==> config.mk <==
export PLATFORM = sky130hd
export DESIGN_NAME = leaf_stream_accumulator
export DESIGN_NICKNAME = d
export VERILOG_FILES = /design/src/rtl/leaf_pkg.sv /design/src/rtl/leaf_stream_accumulator.sv
export SDC_FILE = /design/constraint.sdc
export NUM_CORES = 1
export LEC_CHECK = 0
export BUFFER_PORTS_ARGS = -buffer_cell sky130_fd_sc_hd__clkbuf_2
export CORE_UTILIZATION = 58
export DETAILED_ROUTE_END_ITERATION = 8
export PLACE_DENSITY = 0.84
export SLEW_MARGIN = 20
export SYNTH_ARGS = -nofsm -noshare
export SYNTH_HDL_FRONTEND = slang
export SYNTH_SLANG_ARGS = --single-unit
==> constraint.sdc <==
create_clock -name clk -period 3.25 [get_ports clk]
set_input_delay 0.65 -clock clk [delete_from_list [all_inputs] [get_ports clk]]
set_output_delay 0.65 -clock clk [all_outputs]
set_load 0.01 [all_outputs]
==> src/rtl/leaf_pkg.sv <==
// Shared types and default parameters for the leaf stream accumulator.
package leaf_pkg;

    typedef enum logic {
        ACCUM = 1'b0,
        HOLD  = 1'b1
    } leaf_state_e;

    localparam int DATA_W_DEFAULT = 8;
    localparam int COUNT_DEFAULT  = 4;

endpackage

==> src/rtl/leaf_stream_accumulator.sv <==
// Sums groups of COUNT samples (or shorter groups closed by in_last) and
// presents each sum with its sample count on a valid/ready output.
module leaf_stream_accumulator
    import leaf_pkg::*;
#(
    parameter int DATA_W = DATA_W_DEFAULT,
    parameter int COUNT  = COUNT_DEFAULT,
    localparam int SUM_W = DATA_W + $clog2(COUNT),
    localparam int CNT_W = $clog2(COUNT + 1)
) (
    input  logic              clk,
    input  logic              rst_n,
    input  logic              clear,
    input  logic              in_valid,
    output logic              in_ready,
    input  logic [DATA_W-1:0] in_data,
    input  logic              in_last,
    output logic              out_valid,
    input  logic              out_ready,
    output logic [SUM_W-1:0]  out_sum,
    output logic [CNT_W-1:0]  out_count
);

    leaf_state_e      state_reg, state_next;
    logic [SUM_W-1:0] acc_reg, acc_next;
    logic [CNT_W-1:0] cnt_reg, cnt_next;
    logic [SUM_W-1:0] sum_reg, sum_next;
    logic [CNT_W-1:0] count_reg, count_next;
    logic [SUM_W-1:0] acc_plus;
    logic [CNT_W-1:0] cnt_plus;
    logic             closing;

    assign acc_plus = acc_reg + SUM_W'(in_data);
    assign cnt_plus = cnt_reg + CNT_W'(1);
    assign closing  = (cnt_reg == CNT_W'(COUNT - 1)) || in_last;

    // in_ready depends only on state and clear, never on out_ready.
    assign in_ready  = (state_reg == ACCUM) && !clear;
    assign out_valid = (state_reg == HOLD);
    assign out_sum   = sum_reg;
    assign out_count = count_reg;

    always_comb begin
        state_next = state_reg;
        acc_next   = acc_reg;
        cnt_next   = cnt_reg;
        sum_next   = sum_reg;
        count_next = count_reg;
        if (clear) begin
            state_next = ACCUM;
            acc_next   = '0;
            cnt_next   = '0;
        end else begin
            case (state_reg)
                ACCUM: begin
                    if (in_valid) begin
                        if (closing) begin
                            sum_next   = acc_plus;
                            count_next = cnt_plus;
                            acc_next   = '0;
                            cnt_next   = '0;
                            state_next = HOLD;
                        end else begin
                            acc_next = acc_plus;
                            cnt_next = cnt_plus;
                        end
                    end
                end
                HOLD: begin
                    if (out_ready) begin
                        state_next = ACCUM;
                    end
                end
                default: state_next = ACCUM;
            endcase
        end
    end

    always_ff @(posedge clk or negedge rst_n) begin
        if (!rst_n) begin
            state_reg <= ACCUM;
            acc_reg   <= '0;
            cnt_reg   <= '0;
            sum_reg   <= '0;
            count_reg <= '0;
        end else begin
            state_reg <= state_next;
            acc_reg   <= acc_next;
            cnt_reg   <= cnt_next;
            sum_reg   <= sum_next;
            count_reg <= count_next;
        end
    end

endmodule

Word-level counts from Yosys, hierarchy flattened

Cells that the tools add are included.
W data, S select, Z words.

Flip-flop bits (word level): 27
Output and inout bits: 15

Reduce and logical (&&, ||, !) cells: 6
Multiplexer cells: 13
$add $sub $neg: 2
Bitwise gates (word level): 2
Eq/ne operators: 2

Operators by type and width:

| cell                  | count |
|---|---|
| $mux W10              | 4 |
| $mux W3               | 4 |
| $add A10 B8 Y10       | 1 |
| $mux W1               | 4 |
| $reduce_and A4 Y1     | 1 |
| $add A3 B1 Y3 const B | 1 |
| $eq A3 B2 Y1 const B  | 1 |
| $ne A2 B2 Y1 const B  | 1 |
| $not A1 Y1            | 2 |
| $pmux W1 S2           | 1 |
| $reduce_and A2 Y1     | 1 |
| $reduce_bool A2 Y1    | 1 |
| $logic_and A1 B1 Y1   | 1 |
| $logic_not A1 Y1      | 1 |
| $logic_or A1 B1 Y1    | 1 |

Depth between registers and ports, before layout

Depth after elaboration: 6
Depth in mapped cells: 8
Depth with buffers taken out: 8

Worst setup path after synthesis

Ideal clock, no wire load.

Path type: input to register
Start: in in_data[0]
End: reg sum_reg[6], in the netlist out_sum[6]
Stages on the path: 8
Data arrival time: 2,027 ps
Setup time: 125 ps
Data required time: 3,125 ps
Buffers on the path: 0
Path slack: 1,098 ps
Cells stage by stage: ha_1 inv_1 fa_1 nor2b_1 o31a_1 o22ai_2 xnor2_1 mux2_2

Cells in the longest elaborated chain, start to end: 1

RTL lines:

| what                 | RTL line                      | source |
|---|---|---|
| from (decl)          | leaf_stream_accumulator.sv:16 | `input logic [DATA_W-1:0] in_data,` |
| $add A10 B8 Y10      | leaf_stream_accumulator.sv:33 | `assign acc_plus = acc_reg + SUM_W'(in_data);` |
| to (signal assigned) | leaf_stream_accumulator.sv:90 | `sum_reg <= sum_next;` |
| to (decl)            | leaf_stream_accumulator.sv:27 | `logic [SUM_W-1:0] sum_reg, sum_next;` |

Every way passes these cells.
A chain may end at the register's enable or synchronous reset.

Worst setup path in the final report

Start: reg cnt_reg[0]
End: reg sum_reg[7], in the netlist out_sum[7]

Cells in the longest elaborated chain, start to end: 3

RTL lines:

| what                        | RTL line                      | source |
|---|---|---|
| from (decl)                 | leaf_stream_accumulator.sv:26 | `logic [CNT_W-1:0] cnt_reg, cnt_next;` |
| from (signal assigned)      | leaf_stream_accumulator.sv:89 | `cnt_reg <= cnt_next;` |
| $eq A3 B2 Y1                | leaf_stream_accumulator.sv:35 | `assign closing = (cnt_reg == CNT_W'(COUNT - 1)) \|\| in_last;` |
| $logic_or A1 B1 Y1          | leaf_stream_accumulator.sv:35 |  |
| $reduce_and A4 Y1 (no line) | --                            |  |

Every way passes these cells.

==> key figures <==
Worst setup path
  • Critical Path Fanout Max: 20
  • WP data arrival: 2.32 ns
  • Startpoint Class: flip-flop
  • Launch point of the worst reg-to-reg path: cnt_reg[0]
  • Bufs and invs on worst path: 0
  • CP dominant cell by count: ha_1
  • CP delay by family, top: simple AND/OR/NAND/NOR gates
  • Critical Path Max Stage Delay: 0.63 ns
  • CP cell instances: ha_1, ha_1, nor2_1, nand3b_1, mux2_2
  • Reg2reg setup slack: 1.14 ns
  • R2r endpoint: out_sum[7]
  • CP Capture Type: flip-flop
  • Worst EP required: 3.46 ns
  • Critical path's slowest cell: nand3b_1
  • R2R cell count: 5
  • Critical path class: reg2reg

Synth
  • Syn avg cell area: 11.00 sq um
  • Mapped cell area: 1430 sq um
  • Yosys Warn Count: 0
  • Sequential fraction of the synthesis area: 0.4724
  • Post-synthesis cell type count: 36
  • Yosys reg bits: 27
  • Synthesized Nets: 155
  • Mapped Cells: 130

STA
  • Max_slew headroom: 0.4499
  • Final WS setup: 1.141 ns
  • Period utilization: 0.6488
  • Final slew viol count: 0
  • RSZ-0062 raised after global routing: false
  • Max Fclk: 474.2 MHz
  • Clk_skew: 0.01543 ns
  • Slew @ Worst Pin: 0.8227 ns
  • Final setup fails: 0
  • Hold Vio Cnt, Final: 0
  • Worst hold slack: 0.3212 ns
  • Final min period: 2.109 ns
  • Final setup TNS: 0 ns

Clocking
  • Num CTS Buffers: 3
  • Post-CTS sizing: 0
  • Worst skew pair latency: 0.33 ns
  • Clock sink count: 27
  • CTS tree: built
  • Max Buffers Root-to-Sink: 2
  • Cts hold-fix bufs: 0
  • Clk slew on worst S/H paths: 0.15 ns
  • Setup bufs post-CTS: 0
  • # H-tree levels: 1
  • Root Buffer: clkbuf_4

Pwr
  • Pleak: 0.7871 nW
  • Worst vdd ir: 353.7 uV
  • Clock Power Share: 0.197
  • Switch share: 0.3020
  • Seq pwr share: 0.549
  • Tot Pwr: 0.7287 mW
  • Internal Power: 0.5086 mW
  • Comb power frac: 0.254
  • NetSw: 0.2201 mW
  • Power per cell area: 451.1 nW/um^2

Detailed routing
  • DR vias/cell: 5.866
  • Avg WL per Cell: 15.15 microns
  • Total number of vias: 1097
  • DRT iter0 DRCs: 19
  • Final WL: 2833 microns
  • TritonRoute pass-1 iters: 4
  • ANT nets after route: 0
  • # DRC: 0

Job
  • # Max-Cap Violations: 0

Floorplanning
  • Chip width: 51.66 microns
  • Num ports: 29
  • Starting Density: 0.6284
  • Core area: 2276 sq um
  • Num rows: 17
  • Die H: 51.66 microns
  • Die area: 2668 sq um

Global routing
  • Total Routing Usage GR: 0.2543
  • Largest net degree at the start of global routing: 28
  • Vias in the first global route: 1136
  • Initial antenna violation count: 0
  • Congestion Overflow GR: 0
  • First-pass GRT wire length: 4871 microns

Cells and area
  • Nets: 185
  • Fillcell total: 182
  • Design area: 1615 sq um
  • Area delta synth->final: 12.95%
  • Share of cells above drive strength 1: 0.2830
  • Antenna Cells: 0

Place
  • Setup Slack @ Placement: 0.8574 ns
  • Input/output buffers: 28
  • RD Place Congestion: 0.8536
  • Dpl cell area: 1589 sq um
  • Estimated wirelength of the detail-placed design: 2132 microns

Hold path
  • Hold Path Class: in2async

Status
  • Outcome: complete, no violations
per-stage QoR:
stage | util | std cells
4_1_cts | 0.7097 | 187
2_1_floorplan | - | 130
5_1_grt | 0.7097 | 187
3_5_place_dp | 0.6982 | 183
6_report | 0.7097 | 187
3_3_place_gp | 0.6982 | 183
final cells by class:
class | count | area, sq um | share of cell area
tap | 28 | 35.03 | 0.02169
clock buffer | 4 | 26.28 | 0.01627
sequential | 27 | 675.6 | 0.4183
inverter | 8 | 30.03 | 0.01859
timing repair buffer | 29 | 147.6 | 0.09140
multi-input combinational | 91 | 700.7 | 0.4338
cell families (layout without fill, tap and decap cells):
family / count (synthesis) / in the layout / share of synthesized area
buffers and inverters: 12 / 41 / 0.03762
adder cells (fa/ha/maj): 11 / 11 / 0.1015
AND/OR/NAND/NOR: 29 / 29 / 0.1024
flip-flops: 27 / 27 / 0.4724
AO/OA/AOI/OAI: 37 / 37 / 0.1881
XOR/XNOR: 7 / 7 / 0.04287
multiplexers: 7 / 7 / 0.05511
synthesized netlist by cell type (all sizes together):
cell type	count	share of area
a211oi	1	0.0087
a21oi	7	0.027
a22o	7	0.043
and2	1	0.0044
and3	1	0.0044
buf	2	0.011
clkbuf	2	0.0053
dfrtp	27	0.47
fa	1	0.014
ha	10	0.087
inv	8	0.021
mux2	7	0.055
nand2	13	0.034
nand3	2	0.0070
nand3b	2	0.010
nand4	1	0.0087
nor2	4	0.012
nor2b	1	0.0044
nor3	1	0.0035
o21a	1	0.0053
o21ai	14	0.049
o21bai	1	0.0053
o221ai	2	0.021
o22ai	1	0.0087
o31a	1	0.0061
o31ai	2	0.014
or2	1	0.0044
or3	2	0.0087
xnor2	5	0.031
xor2	2	0.012
placed cells by master (no fill, tap or decap), types with 2 or more instances in the layout:
cell | synthesis | layout
a21oi_1 | 6 | 6
a22o_1 | 7 | 7
clkbuf_2 | 0 | 28
clkbuf_4 | 0 | 3
dfrtp_1 | 27 | 27
ha_1 | 10 | 10
inv_1 | 8 | 8
mux2_1 | 3 | 3
mux2_2 | 4 | 4
nand2_1 | 13 | 13
nand3_1 | 2 | 2
nand3b_1 | 2 | 2
nor2_1 | 3 | 3
o21ai_0 | 9 | 9
o21ai_1 | 5 | 5
o221ai_2 | 2 | 2
or3_1 | 2 | 2
xnor2_1 | 5 | 5
xor2_1 | 2 | 2
how the worst max path moves through the flow:
| stage | cells past startpoint | to | slack [ns] | start |
|---|---|---|---|---|
| after floorplan | 8 | out_sum[6] | 1.10 | in_data[0] |
| after global placement | 9 | out_sum[6] | 0.91 | in_data[0] |
| after detailed placement | 9 | out_sum[6] | 0.86 | in_data[0] |
| after CTS | 5 | out_sum[7] | 1.13 | cnt_reg[0] |
| after global routing | 5 | out_sum[7] | 0.97 | cnt_reg[0] |
| final | 5 | out_sum[7] | 1.14 | cnt_reg[0] |
power groups by stage:
| stage | Combinational [mW] | Clock (mW) | Sequential, mW |
|---|---|---|---|
| after floorplan | 0.0951 | 0 | 0.423 |
| after global placement | 0.180 | 0 | 0.405 |
| after detailed placement | 0.186 | 0 | 0.408 |
| after CTS | 0.187 | 0.146 | 0.401 |
| after global routing | 0.205 | 0.155 | 0.406 |
| final | 0.185 | 0.144 | 0.400 |
layer usage:
layer | vias up | global-route usage | part of all wire
met5 | - | 0 | 0
met4 | 0 | 0.1036 | 0.022
met3 | 10 | 0.04094 | 0.044
met2 | 38 | 0.4675 | 0.50
met1 | 528 | 0.2901 | 0.44
li1 | 521 | - | -
Power figures use the tool's default switching activity.
